`config.mk`:
```
export PLATFORM = sky130hd
export DESIGN_NAME = rr_arbiter_n
export DESIGN_NICKNAME = d
export VERILOG_FILES = /design/src/rtl/arb_pkg.sv /design/src/rtl/arb_rr_pick.sv /design/src/rtl/rr_arbiter_n.sv
export SDC_FILE = /design/constraint.sdc
export NUM_CORES = 1
export LEC_CHECK = 0
export CAP_MARGIN = 30
export CORE_MARGIN = 1.5
export CORE_UTILIZATION = 45
export CTS_BUF_LIST = sky130_fd_sc_hd__clkbuf_4 sky130_fd_sc_hd__clkbuf_8
export DETAILED_ROUTE_END_ITERATION = 12
export GPL_TIMING_DRIVEN = 0
export PLACE_DENSITY = 0.69
export RECOVER_POWER = 100
export SYNTH_ARGS = -nofsm -noshare
export SYNTH_HDL_FRONTEND = slang
export SYNTH_SLANG_ARGS = --single-unit
export TNS_END_PERCENT = 100
```
`constraint.sdc`:
```
create_clock -name clk -period 2.7 [get_ports clk]
set_input_delay 0.405 -clock clk [delete_from_list [all_inputs] [get_ports clk]]
set_output_delay 0.405 -clock clk [all_outputs]
set_load 0.05 [all_outputs]
```
`src/rtl/arb_pkg.sv`:
```
// Shared constants for the arbiter family: mode encodings and legal parameter ranges.
package arb_pkg;

  localparam int unsigned ARB_MODE_RR    = 0;
  localparam int unsigned ARB_MODE_FIXED = 1;

  localparam int unsigned ARB_N_REQ_MIN    = 2;
  localparam int unsigned ARB_N_REQ_MAX    = 16;
  localparam int unsigned ARB_MAX_HOLD_MIN = 1;
  localparam int unsigned ARB_MAX_HOLD_MAX = 255;

endpackage

```
`src/rtl/arb_rr_pick.sv`:
```
// Combinational rotating scan: first set req bit at or after start, wrapping at N_REQ.
module arb_rr_pick #(
  parameter int unsigned N_REQ = 4,
  localparam int unsigned IDX_W = $clog2(N_REQ)
) (
  input  logic [N_REQ-1:0] req,
  input  logic [IDX_W-1:0] start,
  output logic [N_REQ-1:0] onehot_c,
  output logic [IDX_W-1:0] idx_c
);

  logic             found;
  logic [IDX_W-1:0] cand;

  always_comb begin
    onehot_c = '0;
    idx_c    = '0;
    found    = 1'b0;
    cand     = '0;
    for (int unsigned i = 0; i < N_REQ; i++) begin
      cand = IDX_W'((32'(start) + i) % N_REQ);
      if (!found && req[cand]) begin
        found          = 1'b1;
        onehot_c[cand] = 1'b1;
        idx_c          = cand;
      end
    end
  end

endmodule

```
`src/rtl/rr_arbiter_n.sv`:
```
// N-way arbiter with registered one-hot grant, bounded hold under contention,
// and selectable round-robin or fixed-priority winner selection.
module rr_arbiter_n
  import arb_pkg::*;
#(
  parameter int unsigned N_REQ      = 4,
  parameter int unsigned MAX_HOLD   = 4,
  parameter int unsigned FIXED_PRIO = ARB_MODE_RR
) (
  input  logic                       clk,
  input  logic                       reset_n,
  input  logic [N_REQ-1:0]           req,
  output logic [N_REQ-1:0]           grant,
  output logic                       grant_valid,
  output logic [$clog2(N_REQ)-1:0]   grant_id
);

  localparam int unsigned IDX_W  = $clog2(N_REQ);
  localparam int unsigned HOLD_W = $clog2(MAX_HOLD) + 1;
  localparam logic [HOLD_W-1:0] HOLD_LIMIT = HOLD_W'(MAX_HOLD - 1);
  localparam logic [HOLD_W-1:0] HOLD_SAT   = '1;
  localparam logic [IDX_W-1:0]  LAST_IDX   = IDX_W'(N_REQ - 1);

  if (N_REQ < ARB_N_REQ_MIN || N_REQ > ARB_N_REQ_MAX) begin : g_bad_n_req
    $error("rr_arbiter_n: N_REQ=%0d outside legal range", N_REQ);
  end
  if (MAX_HOLD < ARB_MAX_HOLD_MIN || MAX_HOLD > ARB_MAX_HOLD_MAX) begin : g_bad_max_hold
    $error("rr_arbiter_n: MAX_HOLD=%0d outside legal range", MAX_HOLD);
  end
  if (FIXED_PRIO != ARB_MODE_RR && FIXED_PRIO != ARB_MODE_FIXED) begin : g_bad_mode
    $error("rr_arbiter_n: FIXED_PRIO=%0d is not a known mode", FIXED_PRIO);
  end

  logic [IDX_W-1:0]  last_q, last_d;
  logic [HOLD_W-1:0] hold_q, hold_d;
  logic [N_REQ-1:0]  grant_d;
  logic              valid_d;
  logic [IDX_W-1:0]  id_d;

  logic [IDX_W-1:0]  start_c;
  logic [N_REQ-1:0]  pick_onehot_c;
  logic [IDX_W-1:0]  pick_idx_c;
  logic              others_c;
  logic              keep_c;

  // Fixed priority always scans from 0; round-robin starts just past the last winner.
  assign start_c = (FIXED_PRIO == ARB_MODE_FIXED) ? '0 :
                   (last_q == LAST_IDX)           ? '0 : last_q + IDX_W'(1);

  arb_rr_pick #(.N_REQ(N_REQ)) u_pick (
    .req      (req),
    .start    (start_c),
    .onehot_c (pick_onehot_c),
    .idx_c    (pick_idx_c)
  );

  assign others_c = |(req & ~grant);
  assign keep_c   = grant_valid && req[grant_id] && ((hold_q < HOLD_LIMIT) || !others_c);

  always_comb begin
    grant_d = grant;
    valid_d = grant_valid;
    id_d    = grant_id;
    last_d  = last_q;
    hold_d  = hold_q;
    if (keep_c) begin
      hold_d = (hold_q == HOLD_SAT) ? hold_q : hold_q + HOLD_W'(1);
    end else if (|req) begin
      grant_d = pick_onehot_c;
      valid_d = 1'b1;
      id_d    = pick_idx_c;
      last_d  = pick_idx_c;
      hold_d  = '0;
    end else begin
      grant_d = '0;
      valid_d = 1'b0;
      id_d    = '0;
      hold_d  = '0;
    end
  end

  always_ff @(posedge clk or negedge reset_n) begin
    if (!reset_n) begin
      grant       <= '0;
      grant_valid <= 1'b0;
      grant_id    <= '0;
      last_q      <= LAST_IDX;
      hold_q      <= '0;
    end else begin
      grant       <= grant_d;
      grant_valid <= valid_d;
      grant_id    <= id_d;
      last_q      <= last_d;
      hold_q      <= hold_d;
    end
  end

endmodule
```
# After elaboration in Yosys (flattened, before gate mapping)
# Index checks and enable logic that the tools add are counted.
# classes
n_addsub,5
multipliers,0
n_div,0
n_lt_le_gt_ge,10
n_eq_ne,3
shifts,0
n_mux,35
n_bitwise,6
reduce_logical,17
# ops
op,n
2-to-1 mux 4 bit,5
"< comparator 2 x 3 -> 1 bit, second input constant",5
2-to-1 mux 1 bit,13
2-to-1 mux 2 bit,6
bitwise OR 4 bit,3
binary-select mux 1 bit (select 2 bit),5
logical AND 1 bit,9
demux 1 bit (select 2 bit),4
"greater-or-equal comparator 2 x 1 -> 1 bit, second input constant",4
OR reduction 4 bit,2
2-to-1 mux 3 bit,2
"adder 2 x 1 -> 2 bit, second input constant",2
"adder 2 bit, second input constant",2
bitwise AND 4 bit,1
zero test 1 bit,4
NOT 4 bit,1
"adder 3 x 1 -> 3 bit, second input constant",1
"equality test 3 bit, second input constant",1
"< comparator 3 x 2 -> 1 bit, second input constant",1
"equality test 2 bit, second input constant",1
"!= test 2 bit, second input constant",1
AND reduction 2 bit,1
logical OR 1 bit,1
NOT 1 bit,1
# word_totals
regBits,12
latch_bits,0
ramBits,0
rom_bits,0
input_bits,6
out_inout_bits,7
word_cells,81
memories,0

# Logic depth before layout (Yosys ltp)
# Gate-level depths: netlist (run 1).
# logic_depth
ltp_word,15
mapped_depth,8
depth_no_buf,7

# Modules after synthesis
# Synthesis (run 1) repeated with hierarchy kept, for this count alone.
# hier_totals
cells_unflattened,117
hier_area_um2,1127.3
# modules_own_cells
mod,n_inst,cells_per_inst,area_each_um2,seq_area_each_um2
rr_arbiter_n,1,52,638.1,302.8
arb_rr_pick,1,65,489.2,0.0

# Worst setup path after synthesis (run 1)
# OpenSTA, ideal clock, no wires.
# synth_timing
kind,register -> register
from,register last_q[0]
to,register last_q[1]
t_arrival_ns,2.521
required_ns,2.622
slack_ns,0.101
stages_incl_launch_ff,8
path_buffers,1
synth_period_minus_slack_ns,2.599
cell_sequence,dfstp_2 -> buf_6 -> inv_1 -> ha_1 -> mux4_2 -> nor3b_4 -> mux2_4 -> a41oi_2
# synth_via
elab_chain_len,14
elab_cells_between_ends,27
# synth_lines
item,line_no,source
start: declaration,rr_arbiter_n.sv:34,"logic [IDX_W-1:0] last_q, last_d;"
start signal: assignment,rr_arbiter_n.sv:93,last_q <= last_d;
adder 2 x 1 -> 2 bit / equality test 2 bit (equally long branches),rr_arbiter_n.sv:48,(last_q == LAST_IDX) ? '0 : last_q + IDX_W'(1);
2-to-1 mux 2 bit (*),rr_arbiter_n.sv:48,
branches (longest 11 deep; another with adder 2 x 1 -> 2 bit),--,
2-to-1 mux 2 bit (*),arb_rr_pick.sv:22,if (!found && req[cand]) begin
# Every way passes the cells marked *. The select of a mux whose other input is x is not followed.
# A chain may end at the register's enable or synchronous reset.

# Worst setup path in the final report (run 1)
# Ends and elaborated chain as after synthesis.

==> results of run 1 <==
==> path summary, 6_finish.rpt <==
check | from | end | slack (ns) | depth (start not counted)
setup / recovery | last_q[0] | last_q[1] | 0.08 | 7
hold / removal | reset_n | grant_id[1] | 0.54 | 1
setup reg to reg | last_q[0] | last_q[1] | 0.08 | 7
hold reg to reg | hold_q[1] | hold_q[1] | 0.55 | 2
max in group asynchronous | reset_n | last_q[0] | 1.78 | 1
min in group clk | hold_q[1] | hold_q[1] | 0.55 | 2
==> flip-flops by register name, indices dropped and copies added, names as in the netlist <==
name / count
last_q: 2
grant_valid: 1
hold_q: 3
grant_id: 2
grant: 4
==> routing by layer <==
metal | routed length [um] | share of wire, % | vias to the layer above | track usage [%]
met5 | 0 | 0 | - | 0
met4 | 15 | 0.64 | 0 | 2.78
met3 | 97 | 4.1 | 3 | 5.36
met2 | 1100 | 47 | 22 | 33.1
met1 | 1130 | 48 | 434 | 29.3
li1 | - | - | 417 | -
==> power groups by stage <==
| stage | Combinational [mW] | Sequential (mW) | Clock (mW) |
|---|---|---|---|
| after floorplan | 0.713 | 0.487 | 0 |
| after global placement | 1.11 | 0.341 | 0 |
| after detailed placement | 1.12 | 0.347 | 0 |
| after CTS | 1.21 | 0.343 | 0.129 |
| after global routing | 1.39 | 0.354 | 0.134 |
| final | 1.28 | 0.340 | 0.125 |
==> worst max-delay path, stage by stage (launching register included) <==
cell	delay (ns)
dfstp_2	0.58
buf_8	0.12
clkinvlp_4	0.13
ha_4	0.33
mux4_2	0.57
nor3b_4	0.27
mux2_4	0.34
a41oi_2	0.20
==> cell type report <==
type / instances / area (um2) / area share [%]
flip-flops and latches: 12 / 303 / 24.4
inverters: 5 / 22.5 / 1.82
repair buffers: 18 / 156 / 12.6
well taps: 27 / 33.8 / 2.73
multi-input cells: 78 / 658 / 53.1
clock buffers: 4 / 30.0 / 2.42
plain buffers: 4 / 35.0 / 2.83
==> placed cells by master, fill, tap and decap left out, types with 2 or more instances in the layout <==
master	Yosys	layout
ha_1	8	7
o311ai_0	2	2
mux4_2	2	2
dlygate4sd3_1	0	9
clkbuf_1	0	2
a21oi_1	2	2
nand2_1	12	12
nand2b_1	3	3
mux2_4	2	2
o21ai_0	5	5
dfstp_2	2	2
a222oi_1	3	3
dfrtp_1	10	10
nand4_1	2	2
a31oi_1	4	4
or2b_1	2	2
nor2_1	8	8
clkbuf_4	0	4
mux2i_1	6	6
inv_1	5	4
buf_4	0	7
==> cells in the mapped netlist <==
library cell / instances / area share (%)
nand2_1: 12 / 4.5
dfrtp_1: 10 / 25
ha_1: 8 / 10
nor2_1: 8 / 3.0
mux2i_1: 6 / 6.0
inv_1: 5 / 1.9
o21ai_0: 5 / 2.5
a31oi_1: 4 / 2.5
a222oi_1: 3 / 3.0
nand2b_1: 3 / 1.9
a21oi_1: 2 / 1.0
buf_2: 2 / 1.0
buf_6: 2 / 2.3
dfstp_2: 2 / 5.3
mux2_4: 2 / 3.0
mux4_2: 2 / 4.5
nand4_1: 2 / 1.3
o311ai_0: 2 / 1.8
or2b_1: 2 / 1.5
a2bb2oi_1: 1 / 0.88
a41o_1: 1 / 1.0
a41oi_2: 1 / 1.6
and2b_1: 1 / 0.75
and4b_4: 1 / 1.4
mux2_2: 1 / 1.1
mux4_1: 1 / 2.6
nand3_1: 1 / 0.50
nor2b_1: 1 / 0.63
nor3b_4: 1 / 1.9
nor4b_1: 1 / 0.88
o211a_1: 1 / 1.0
o21a_1: 1 / 0.75
o21ai_1: 1 / 0.50
o221ai_1: 1 / 0.88
o32ai_1: 1 / 0.88
xor2_1: 1 / 0.88
==> metrics by stage <==
stage               hold WS (ns)  utilization, %
CTS                        0.483            59.3
finish                     0.544            61.3
floorplan                  0.109               -
global placement           0.541            56.1
detailed placement         0.547            56.1
global route               0.587            61.3
==> what timing repair did <==
action | in CTS | in global routing
endpoints found under the setup margin | 2 | 4
buffers inserted | 3 | 5
hold endpoints to repair | 0 | 0
gates resized for setup | 2 | 2
pin swaps | 1 | 2
==> kinds of logic after synthesis <==
group / count (synthesis)
DFF: 12
muxes: 12
adders and majority gates: 8
and+or+nand+nor: 33
buffers and inverters: 9
xor gates and xnor gates: 1
AOI/OAI and AO/OA: 24
==> flow_metrics.env, run 1 <==
export IMPL_run_status="complete, no violations"
export IMPL_setup_total_neg_slack_ns=0
export IMPL_synth_mux_area_share_pct=17.3
export IMPL_vias_per_cell=5.92
export IMPL_cellInternalPower_mw=0.919
export IMPL_ctsLongestPathBuffers=2
export IMPL_maxCapViolations=0
export IMPL_io_pin_count=13
export IMPL_coreArea_um2=2020
export IMPL_tritoncts="yes"
export IMPL_syn_to_final_growth_pct=23.9
export IMPL_post_dp_cell_area_um2=1130
export IMPL_critical_path_max_fanout=5
export IMPL_post_detailed_placement_half_perimeter_wirelength_um=1730
export IMPL_worst_setup_path_end_kind="flop"
export IMPL_p_per_area_nw_per_um2=1410
export IMPL_synthAdderAreaFrac_pct=10.0
export IMPL_n_antenna_cell=0
export IMPL_finish_net_count=136
export IMPL_max_clock_freq_mhz=381
export IMPL_synth_yosys_seq_area_share_pct=30.3
export IMPL_clock_insertion_delay_worst_skew_ns=0.27
export IMPL_synth_distinct_cells=36
export IMPL_remaining_drc_errors=0
export IMPL_cts_buffers=3
export IMPL_post_route_min_period_ns=2.62
export IMPL_pwr_share_comb_pct=73.3
export IMPL_placed_cells=136
export IMPL_leakage_nw=0.536
export IMPL_critPathKind="flop to flop"
export IMPL_cp_data_required_time_ns=2.89
export IMPL_power_switching_mw=0.822
export IMPL_port_buffers=10
export IMPL_grt_pass1_wl_um=3970
export IMPL_tightestPinTransition_ns=0.538
export IMPL_irDropWorstVdd_mv=0.694
export IMPL_ys_warn_count=0
export IMPL_p_total_mw=1.74
export IMPL_clkSlewWorstSetupHoldPaths_ns=0.08
export IMPL_detail_route_iter0_violations=26
export IMPL_syn_nets=113
export IMPL_final_hold_violation_count=0
export IMPL_routability_cong=0.926
export IMPL_grt_pass1_vias=798
export IMPL_p_clk_share_pct=7.2
export IMPL_finalWorstSetupSlack_ns=0.0762
export IMPL_initial_cell_density_of_the_core_pct=49.4
export IMPL_vias=876
export IMPL_die_height_um=50.1
export IMPL_floorplan_die_area_um2=2510
export IMPL_grt_overflow_total=0
export IMPL_htree_levels=1
export IMPL_finalSetupViolations=0
export IMPL_wl_per_cell_um=15.8
export IMPL_global_route_usage_total_pct=20.9
export IMPL_post_cts_hold_buffer_count=0
export IMPL_pin_count_of_the_biggest_net_entering_global_routing=13
export IMPL_timing_clock_skew_ns=0.00863
export IMPL_cts_root_buf="clkbuf_4"
export IMPL_design_area_um2=1240
export IMPL_n_fill_cell=182
export IMPL_worstPathArrival_ns=2.81
export IMPL_timing_max_transition_violations_final=0
export IMPL_fin_cells=148
export IMPL_chipWidth_um=50.1
export IMPL_relative_contribution_of_sequential_cells_to_total_power_pct=19.5
export IMPL_max_slew_headroom_pct=64.0
export IMPL_synth_top_family_by_area="compound AO/OA/AOI/OAI gates"
export IMPL_fraction_of_final_layout_cells_with_drive_strength_greater_than_1_pct=21.5
export IMPL_detail_route_wirelength_um=2340
export IMPL_ant_nets=0
export IMPL_cts_sinks=12
export IMPL_synth_seq_cells=12
export IMPL_layout_worst_path_cycle_share_pct=97.2
export IMPL_grt_antenna_before_repair=0
export IMPL_syn_avg_cell_area_um2=10.1
export IMPL_yosys_area_share_simple_pct=18.1
export IMPL_holdCritPathClass="input port to async pin"
export IMPL_synth_xor_xnor_area_share_pct=0.876
export IMPL_std_cell_rows=16
export IMPL_dp_slack_ns=-0.195
export IMPL_timing_critical_path_from_type="flop"
export IMPL_first_pass_iters=5
export IMPL_complex_gate_fraction_of_the_synthesized_area_pct=18.3
export IMPL_sw_frac_of_total_pct=47.2
export IMPL_postSynthCellCount=99
export IMPL_synth_area_um2=1000
Power figures use the tool's default switching activity.
==> inputs of run 2 (changes only) <==
- MAX_ROUTING_LAYER: default -> met4
==> flow_metrics.env, run 2 (synthesized netlist as in run 1, its figures left out) <==
export IMPL_p_clk_share_pct=7.5
export IMPL_grt_antenna_before_repair=0
export IMPL_worstPathArrival_ns=2.77
export IMPL_fraction_of_final_layout_cells_with_drive_strength_greater_than_1_pct=20.3
export IMPL_highest_signal_layer="met3"
export IMPL_tightestPinTransition_ns=0.549
export IMPL_post_route_min_period_ns=2.60
export IMPL_timing_max_transition_violations_final=0
export IMPL_grt_overflow_total=0
export IMPL_pin_count_of_the_biggest_net_entering_global_routing=13
export IMPL_max_slew_headroom_pct=63.3
export IMPL_critical_path_max_stage_delay_ns=0.57
export IMPL_ctsLongestPathBuffers=2
export IMPL_finish_net_count=133
export IMPL_vias_per_cell=6.13
export IMPL_coreArea_um2=2020
export IMPL_post_dp_cell_area_um2=1130
export IMPL_ff_latch_area_um2=303
export IMPL_cellInternalPower_mw=0.871
export IMPL_wl_per_cell_um=16.6
export IMPL_floorplan_die_area_um2=2510
export IMPL_n_fill_cell=179
export IMPL_relative_contribution_of_sequential_cells_to_total_power_pct=20.2
export IMPL_crit_path_cell_trace="buf_6, clkinvlp_4, clkbuf_2, ha_1, nor2_1, and4b_4, o21a_1, o32ai_1, mux2i_1"
export IMPL_critical_path_max_fanout=8
export IMPL_io_pin_count=13
export IMPL_biggestRegsByFlops="grant x4, hold_q x3"
export IMPL_finalWorstSetupSlack_ns=0.103
export IMPL_finalSetupViolations=0
export IMPL_cp_data_required_time_ns=2.88
export IMPL_dr_wl_met2_um=1220
export IMPL_pwr_share_comb_pct=72.4
export IMPL_multi_input_combinational_cell_area_um2=658
export IMPL_cts_sinks=12
export IMPL_p_per_area_nw_per_um2=1390
export IMPL_grt_pass1_vias=860
export IMPL_syn_to_final_growth_pct=21.2
export IMPL_sw_frac_of_total_pct=48.2
export IMPL_leakage_nw=0.523
export IMPL_critPathKind="flop to flop"
export IMPL_detail_route_iter0_violations=32
export IMPL_chipWidth_um=50.1
export IMPL_clkSlewWorstSetupHoldPaths_ns=0.08
export IMPL_timing_clock_skew_ns=0.00669
export IMPL_n_antenna_cell=0
export IMPL_tritoncts="yes"
export IMPL_worst_r2r_endpoint="last_q[0]"
export IMPL_final_hold_violation_count=0
export IMPL_initial_cell_density_of_the_core_pct=49.4
export IMPL_worst_setup_path_end_kind="flop"
export IMPL_cts_buffers=3
export IMPL_std_cell_rows=16
export IMPL_holdCritPathClass="input port to async pin"
export IMPL_port_buffers=10
export IMPL_layout_worst_path_cycle_share_pct=96.2
export IMPL_detail_route_wirelength_um=2410
export IMPL_design_area_um2=1210
export IMPL_htree_levels=1
export IMPL_met3_wirelength_um=101
export IMPL_post_detailed_placement_half_perimeter_wirelength_um=1760
export IMPL_critical_path_slowest_cell="dfstp_2"
export IMPL_rsz0062_at_grt="no"
export IMPL_largest_reg_flops=4
export IMPL_max_clock_freq_mhz=385
export IMPL_run_status="complete, no violations"
export IMPL_clock_insertion_delay_worst_skew_ns=0.27
export IMPL_ff_to_ff_setup_slack_ns=0.10
export IMPL_dp_slack_ns=-0.170
export IMPL_register_containing_the_most_flip_flops_in_the_final_layout="grant"
export IMPL_power_switching_mw=0.811
export IMPL_first_pass_iters=4
export IMPL_global_route_usage_total_pct=21.2
export IMPL_post_route_util_pct=59.9
export IMPL_rr_startpoint="last_q[0]"
export IMPL_die_height_um=50.1
export IMPL_vias=889
export IMPL_layout_cells_most_common="nand2_1"
export IMPL_maxCapViolations=0
export IMPL_irDropWorstVdd_mv=0.694
export IMPL_worstRegToRegCells=9
export IMPL_timing_critical_path_from_type="flop"
export IMPL_ant_nets=0
export IMPL_cts_root_buf="clkbuf_4"
export IMPL_routability_cong=0.891
export IMPL_remaining_drc_errors=0
export IMPL_fin_hold_ws_ns=0.550
export IMPL_grt_pass1_wl_um=3970
export IMPL_met1_length_um=1080
export IMPL_most_common_layout_cells="12 x nand2_1, 10 x dfrtp_1, 9 x dlygate4sd3_1"
run 2: cell count changes in the layout (fill, tap and decap cells not counted):
cell	before	now
o21ai_1	1	0
buf_6	1	2
buf_8	1	0
clkbuf_1	2	1
buf_4	7	3
o21ai_0	5	6
clkbuf_2	0	2
run 2: worst max-delay path by stage:
stage / slack, ns / start / cells after the start / to
2_1_floorplan: 0.10 / last_q[0] / 7 / last_q[1]
3_3_place_gp: -0.18 / last_q[0] / 7 / last_q[1]
3_5_place_dp: -0.17 / last_q[0] / 7 / last_q[1]
4_1_cts: 0.009 / last_q[0] / 7 / last_q[1]
5_1_grt: 0.02 / last_q[0] / 9 / grant_id[0]
6_report: 0.10 / last_q[0] / 9 / last_q[0]
run 2: power groups by stage:
stage / Combinational [mW] / Sequential [mW] / Clock, mW
3_5_place_dp: 1.13 / 0.346 / 0
2_1_floorplan: 0.713 / 0.487 / 0
4_1_cts: 1.17 / 0.342 / 0.130
6_report: 1.22 / 0.339 / 0.126
3_3_place_gp: 1.11 / 0.342 / 0
5_1_grt: 1.31 / 0.352 / 0.139
run 2: area by class of cell:
type | count | share of cell area [%]
multi-input cells | 78 | 54.3
flip-flops and latches | 12 | 25.0
repair buffers | 15 | 11.0
well taps | 27 | 2.79
plain buffers | 4 | 2.58
clock buffers | 4 | 2.48
inverters | 5 | 1.86
run 2: metrics by stage:
step | power (mW) | setup TNS, ns | cells
after floorplan | 1.20 | 0 | 99
after global placement | 1.45 | -0.326 | 136
after detailed placement | 1.48 | -0.332 | 136
after CTS | 1.64 | 0 | 142
after global routing | 1.80 | 0 | 145
final | 1.68 | 0 | 145
run 2: worst max-delay path: cells and delay by family (launching register included):
family / cells / cell delay (ns)
AOI/OAI and AO/OA: 2 / 0.67
adders and majority gates: 1 / 0.27
buffers and inverters: 3 / 0.42
DFF: 1 / 0.57
muxes: 1 / 0.16
and+or+nand+nor: 2 / 0.42
run 2: routing by layer:
metal,track usage [%],vias to the layer above
met3,5.36,0
li1,-,416
met4,1.85,0
met2,36.2,24
met5,-,-
met1,26.2,449
run 2: timing repair:
item,4_1_cts,5_1_grt
setup endpoints to repair,2,5
gates cloned,0,0
pin swaps,1,0
gates resized for setup,1,2
hold buffers,0,0
setup buffers,2,3
